[config.mk]
export PLATFORM = sky130hd
export DESIGN_NAME = oam_dma_controller_flat
export DESIGN_NICKNAME = d
export VERILOG_FILES = /design/src/rtl/oam_dma_if.sv /design/src/rtl/oam_dma_controller.sv /design/src/flat_wrapper.sv
export SDC_FILE = /design/constraint.sdc
export NUM_CORES = 1
export LEC_CHECK = 0
export CORE_MARGIN = 10
export CORE_UTILIZATION = 44
export DETAILED_ROUTE_END_ITERATION = 7
export GPL_ROUTABILITY_DRIVEN = 0
export PLACE_DENSITY = 0.92
export SLEW_MARGIN = 0
export SYNTH_ARGS = -nofsm -noshare
export SYNTH_HDL_FRONTEND = slang
export SYNTH_SLANG_ARGS = --single-unit
export TNS_END_PERCENT = 100
[constraint.sdc]
create_clock -name clk -period 2.75 [get_ports clk]
set_clock_uncertainty 0.15 [all_clocks]
set_input_delay 0.6875 -clock clk [delete_from_list [all_inputs] [get_ports clk]]
set_output_delay 0.6875 -clock clk [all_outputs]
set_load 0.005 [all_outputs]
[src/rtl/oam_dma_if.sv]
// CPU-side and system-bus-side signal bundle for the OAM DMA controller.
// The master modport is the controller; the slave modport is the CPU/bus environment.
interface oam_dma_if;
  localparam int unsigned AW = 16;
  localparam int unsigned DW = 8;

  logic [AW-1:0] cpu_addr;
  logic [DW-1:0] cpu_dout;
  logic          cpu_rnw;
  logic [DW-1:0] bus_din;
  logic [AW-1:0] bus_addr;
  logic [DW-1:0] bus_dout;
  logic          bus_rnw;
  logic          cpu_rdy;
  logic          dma_active;

  modport master (
    input  cpu_addr, cpu_dout, cpu_rnw, bus_din,
    output bus_addr, bus_dout, bus_rnw, cpu_rdy, dma_active
  );

  modport slave (
    output cpu_addr, cpu_dout, cpu_rnw, bus_din,
    input  bus_addr, bus_dout, bus_rnw, cpu_rdy, dma_active
  );
endinterface

[src/rtl/oam_dma_controller.sv]
// Sprite-OAM DMA: a CPU write to 0x4014 halts the CPU and copies page*256..+255 to 0x2004.
// Bus muxing is combinational so the CPU owns the bus transparently while idle.
module oam_dma_controller (
  input  logic        clk,
  input  logic        rst,
  oam_dma_if.master   io
);
  localparam int unsigned AW = 16;
  localparam int unsigned DW = 8;
  localparam logic [AW-1:0] TRIG_ADDR     = 16'h4014;
  localparam logic [AW-1:0] OAM_DATA_ADDR = 16'h2004;
  localparam logic [DW-1:0] LAST_INDEX    = 8'hFF;

  typedef enum logic [2:0] {IDLE, HALT, ALIGN, READ, WRITE} state_t;

  state_t        state, state_d;
  logic [DW-1:0] page, page_d;
  logic [DW-1:0] index, index_d;
  logic [DW-1:0] latch, latch_d;
  logic          parity;

  // State and datapath registers; parity free-runs so READ can be phase-aligned.
  always_ff @(posedge clk or negedge rst) begin
    if (!rst) begin
      state  <= IDLE;
      page   <= '0;
      index  <= '0;
      latch  <= '0;
      parity <= 1'b0;
    end else begin
      state  <= state_d;
      page   <= page_d;
      index  <= index_d;
      latch  <= latch_d;
      parity <= ~parity;
    end
  end

  // Next-state, datapath updates and bus mux.
  always_comb begin
    state_d     = state;
    page_d      = page;
    index_d     = index;
    latch_d     = latch;
    io.bus_addr = io.cpu_addr;
    io.bus_dout = io.cpu_dout;
    io.bus_rnw  = io.cpu_rnw;

    unique case (state)
      IDLE: begin
        if (!io.cpu_rnw && (io.cpu_addr == TRIG_ADDR)) begin
          page_d  = io.cpu_dout;
          index_d = '0;
          state_d = HALT;
        end
      end
      HALT: begin
        io.bus_rnw = 1'b1;
        state_d    = parity ? READ : ALIGN;
      end
      ALIGN: begin
        io.bus_rnw = 1'b1;
        state_d    = READ;
      end
      READ: begin
        io.bus_addr = {page, index};
        io.bus_rnw  = 1'b1;
        latch_d     = io.bus_din;
        state_d     = WRITE;
      end
      WRITE: begin
        io.bus_addr = OAM_DATA_ADDR;
        io.bus_dout = latch;
        io.bus_rnw  = 1'b0;
        if (index == LAST_INDEX) begin
          state_d = IDLE;
        end else begin
          index_d = DW'(index + 8'd1);
          state_d = READ;
        end
      end
      default: state_d = IDLE;
    endcase
  end

  assign io.cpu_rdy    = (state == IDLE);
  assign io.dma_active = (state != IDLE);

endmodule

[src/flat_wrapper.sv]
// flat-port wrapper written by rule: the top's interface ports become plain ports
module oam_dma_controller_flat 
  (clk, rst, io_cpu_addr, io_cpu_dout, io_cpu_rnw, io_bus_din, io_bus_addr, io_bus_dout, io_bus_rnw, io_cpu_rdy, io_dma_active);
  oam_dma_if io_i ();
  input  logic clk;
  input  logic rst;
  input wire logic [$bits(io_i.cpu_addr)-1:0] io_cpu_addr;
  input wire logic [$bits(io_i.cpu_dout)-1:0] io_cpu_dout;
  input wire logic [$bits(io_i.cpu_rnw)-1:0] io_cpu_rnw;
  input wire logic [$bits(io_i.bus_din)-1:0] io_bus_din;
  output wire logic [$bits(io_i.bus_addr)-1:0] io_bus_addr;
  output wire logic [$bits(io_i.bus_dout)-1:0] io_bus_dout;
  output wire logic [$bits(io_i.bus_rnw)-1:0] io_bus_rnw;
  output wire logic [$bits(io_i.cpu_rdy)-1:0] io_cpu_rdy;
  output wire logic [$bits(io_i.dma_active)-1:0] io_dma_active;
  assign io_i.cpu_addr = io_cpu_addr;
  assign io_i.cpu_dout = io_cpu_dout;
  assign io_i.cpu_rnw = io_cpu_rnw;
  assign io_i.bus_din = io_bus_din;
  assign io_bus_addr = io_i.bus_addr;
  assign io_bus_dout = io_i.bus_dout;
  assign io_bus_rnw = io_i.bus_rnw;
  assign io_cpu_rdy = io_i.cpu_rdy;
  assign io_dma_active = io_i.dma_active;
  oam_dma_controller u_core (.clk(clk), .rst(rst), .io(io_i));
endmodule
==> results.toml <==
[outcome]
outcome = "complete, no violations"

[timing]
post-route-min-period_ns = 2.64
slew_viol_final = 0
fmaxAchievable_mhz = 379
finalHoldViolations = 0
transition_at_the_pin_with_the_smallest_max_transition_slack_ns = 0.645
whs_ns = 0.315
fin_setup_tns_ns = 0
setup_viol = 0
fin_crit_sh_pct = 96.0
maxSlewHeadroom_pct = 56.6
setup_repair_after_global_routing_missed_its_margin = "false"

[clock_tree]
clock_insertion_delay_worst_skew_ns = 0.27
root_buffer = "sky130_fd_sc_hd__clkbuf_8"
cts.reportedPaths.clkPinSlew_ns = 0.10
cts_buffer_depth = 2
cts_tree = "yes"
clock_sinks = 28
h-tree-depth = 1
tritoncts.num_buffers = 3
cts-hold-fix-buffers = 0

[setup_path]
worstReg2RegStart = "u_core.state[0]"
rr_endpoint = "u_core.page[4]"
timing.critical_path.required_ns = 1.91
setup.reg_to_reg.worst_slack_ns = 0.55
cp-start-kind = "flip-flop"
path_max_fanout = 6
timing.critical_path.to_type = "output pin"
r2r_cells = 6
arrival_ns = 1.80
path_class = "reg -> out"

[routing]
drt_iter0_markers = 239
detail_route.first_pass.iterations = 5
wirelength_mm = 6.58
post_drt_wl_per_cell_um = 22.9
antenna_left = 0
avgViaCountPerCell = 6.36
num_vias = 1825
drt_drc_violations_left = 0

[grt]
pin_count_of_the_biggest_net_entering_global_routing = 29
top_usage_layer = "met2"
grt_antenna_before_repair = 0
first_global_vias = 1811
global_route.usage.total_pct = 18.0
grt.met1_usage_pct = 19.9
grt_first_pass_wirelength_mm = 9.18
global_route.usage.met3_pct = 9.02
grt_overflow = 0
global_route.usage.met2_pct = 28.7

[place]
placed_area_sq_um = 2310
buffer_ports.inserted = 61
dpl.hpwl_mm = 3.94
place_inst = 275

[cells_and_area]
finalInstanceArea_sq_um = 2530
drive_gt1_share_pct = 22.4
nNetsFinal = 279
filler_cell_count = 196
diodes = 0
area.growth.synth_to_final_pct = 57.6
final_cell_count_no_fill = 287

[power_and_ir_drop]
pnr_total_power_mw = 2.00
vdd.ir_drop.worst_mv = 0.467
power_per_cell_area_nw_per_um2 = 793
power.leakage_nw = 1.31

[yosys]
netlist_top_cells_area = "sky130_fd_sc_hd__dfrtp_1, sky130_fd_sc_hd__mux2_2, sky130_fd_sc_hd__a22o_1"
netlist-cell-type-count = 37
synth-seq-cells = 28
postSynthNetCount = 202
post_synth.cell_area_avg_sq_um = 9.66
ys_seq_area_share_pct = 43.7
synth.largest_area_cell = "sky130_fd_sc_hd__dfrtp_1"
synth_area_sq_um = 1600
synthesis.yosys.warnings = 0
count_of_flip_flops_with_a_built_in_enable_after_synthesis = 0
synthesis.instances = 166
synth_flop_cell = "sky130_fd_sc_hd__dfrtp_1"
async_flop_share_pct = 100
synth_top_area_share_pct = 43.7

[die]
io-pin-count = 62
initial_utilization_pct = 46.6
rows = 21
dieArea_sq_um = 6460
fp.dieH_um = 80.4
fp.coreArea_sq_um = 3440
fp.dieW_um = 80.4

[min_path]
timing.hold.worst.start = "u_core.parity"
timing.hold.worst_path_depth = 1
min-delay-path-class = "reg -> reg"
hold_path_end = "u_core.parity"

[flow_run]
count_of_max_cap_constraint_violations = 0
==> synth_stat cells (2+ instances only) <==
cell type,count
sky130_fd_sc_hd__o211ai_1,4
sky130_fd_sc_hd__nor2_1,4
sky130_fd_sc_hd__nand4_1,2
sky130_fd_sc_hd__buf_6,2
sky130_fd_sc_hd__buf_2,5
sky130_fd_sc_hd__mux2i_1,2
sky130_fd_sc_hd__nand2_1,32
sky130_fd_sc_hd__clkbuf_1,4
sky130_fd_sc_hd__nor3_1,2
sky130_fd_sc_hd__nand3_1,7
sky130_fd_sc_hd__o21ai_0,9
sky130_fd_sc_hd__and3_1,3
sky130_fd_sc_hd__mux2_2,15
sky130_fd_sc_hd__nor4b_1,3
sky130_fd_sc_hd__xnor2_1,2
sky130_fd_sc_hd__a31oi_1,2
sky130_fd_sc_hd__dfrtp_1,28
sky130_fd_sc_hd__a21oi_1,2
sky130_fd_sc_hd__nor2b_1,2
sky130_fd_sc_hd__o22ai_1,3
sky130_fd_sc_hd__inv_1,4
sky130_fd_sc_hd__a22o_1,14
==> per-stage QoR <==
stage | utilization, % | worst slack [ns]
floorplan | - | 0.520
global placement | 67.2 | -0.0557
detailed placement | 67.2 | -0.0783
CTS | 70.6 | -0.0203
global route | 73.4 | 0.0424
finish | 73.4 | 0.109
==> placed cells by master (no fill, tap or decap), types with 2 or more instances in the layout <==
cell type	n
sky130_fd_sc_hd__a21oi_1	2
sky130_fd_sc_hd__a22o_1	14
sky130_fd_sc_hd__a31oi_1	2
sky130_fd_sc_hd__and3_1	2
sky130_fd_sc_hd__buf_4	19
sky130_fd_sc_hd__buf_6	3
sky130_fd_sc_hd__clkbuf_8	3
sky130_fd_sc_hd__clkdlybuf4s50_1	35
sky130_fd_sc_hd__dfrtp_1	26
sky130_fd_sc_hd__dfrtp_2	2
sky130_fd_sc_hd__dlygate4sd2_1	6
sky130_fd_sc_hd__dlymetal6s2s_1	20
sky130_fd_sc_hd__inv_1	3
sky130_fd_sc_hd__inv_2	2
sky130_fd_sc_hd__mux2_2	15
sky130_fd_sc_hd__mux2i_1	2
sky130_fd_sc_hd__nand2_1	32
sky130_fd_sc_hd__nand3_1	7
sky130_fd_sc_hd__nand4_1	2
sky130_fd_sc_hd__nor2_1	3
sky130_fd_sc_hd__nor2_4	2
sky130_fd_sc_hd__nor2b_1	2
sky130_fd_sc_hd__nor3_1	2
sky130_fd_sc_hd__nor4b_1	2
sky130_fd_sc_hd__o211ai_1	4
sky130_fd_sc_hd__o21ai_0	9
sky130_fd_sc_hd__o22ai_1	3
sky130_fd_sc_hd__or3b_4	2
sky130_fd_sc_hd__xnor2_1	2
==> worst max-delay path, stage by stage (launching register included) <==
cell and delay [ns]:
sky130_fd_sc_hd__dfrtp_1 0.41, sky130_fd_sc_hd__buf_4 0.14, sky130_fd_sc_hd__nor3b_4 0.28, sky130_fd_sc_hd__nor2_4 0.08, sky130_fd_sc_hd__buf_6 0.14, sky130_fd_sc_hd__a22o_1 0.19, sky130_fd_sc_hd__dlygate4sd2_1 0.28
==> flip-flops by register name, indices dropped and copies added (netlist names) <==
name	count
u_core.state	3
u_core.index	8
u_core.parity	1
u_core.page	8
u_core.latch	8
==> per-layer routing <==
metal	part of all wire [%]	wire length, um	up-vias
met3	14	908	36
met4	5.7	374	0
met1	34	2250	866
met5	0	0	-
li1	-	-	750
met2	46	3040	173
==> area by class of cell <==
type | count | area [sq um] | area share, %
multi-input cells | 121 | 857 | 33.9
repair buffers | 84 | 850 | 33.6
flip-flops and latches | 28 | 703 | 27.8
well taps | 46 | 57.6 | 2.28
clock buffers | 3 | 41.3 | 1.63
inverters | 5 | 18.8 | 0.743
==> cells by family after synthesis <==
family / count (synthesis) / synth area share [%]
AO/OA/AOI/OAI: 35 / 15.4
XOR/XNOR: 2 / 1.09
adder cells (fa/ha/maj): 1 / 0.780
buffers and inverters: 18 / 5.61
flip-flops: 28 / 43.7
multiplexers: 18 / 12.5
AND/OR/NAND/NOR: 64 / 20.9
==> what timing repair did <==
action | CTS | global route
gates resized for setup | 19 | 27
endpoints found under the hold margin | 0 | 0
pin swaps | 1 | 1
gates cloned | 1 | 1
buffers inserted | 5 | 2
setup endpoints to repair | 25 | 28
==> worst max path at each step <==
stage	start	end	slack, ns	cells after the start
detailed placement	io_cpu_addr[15]	u_core.page[4]	-0.08	6
finish	u_core.state[2]	io_bus_addr[1]	0.11	6
CTS	u_core.state[2]	io_bus_addr[13]	-0.02	6
global placement	io_cpu_addr[15]	u_core.page[0]	-0.06	6
global route	u_core.state[2]	io_bus_addr[1]	0.04	6
floorplan	io_cpu_addr[13]	u_core.page[3]	0.52	5
==> power by group <==
part | internal [mW] | switching [mW]
logic | 0.624 | 0.497
registers | 0.518 | 0.135
clock network | 0.0985 | 0.131
(Power assumes the default switching activity.)
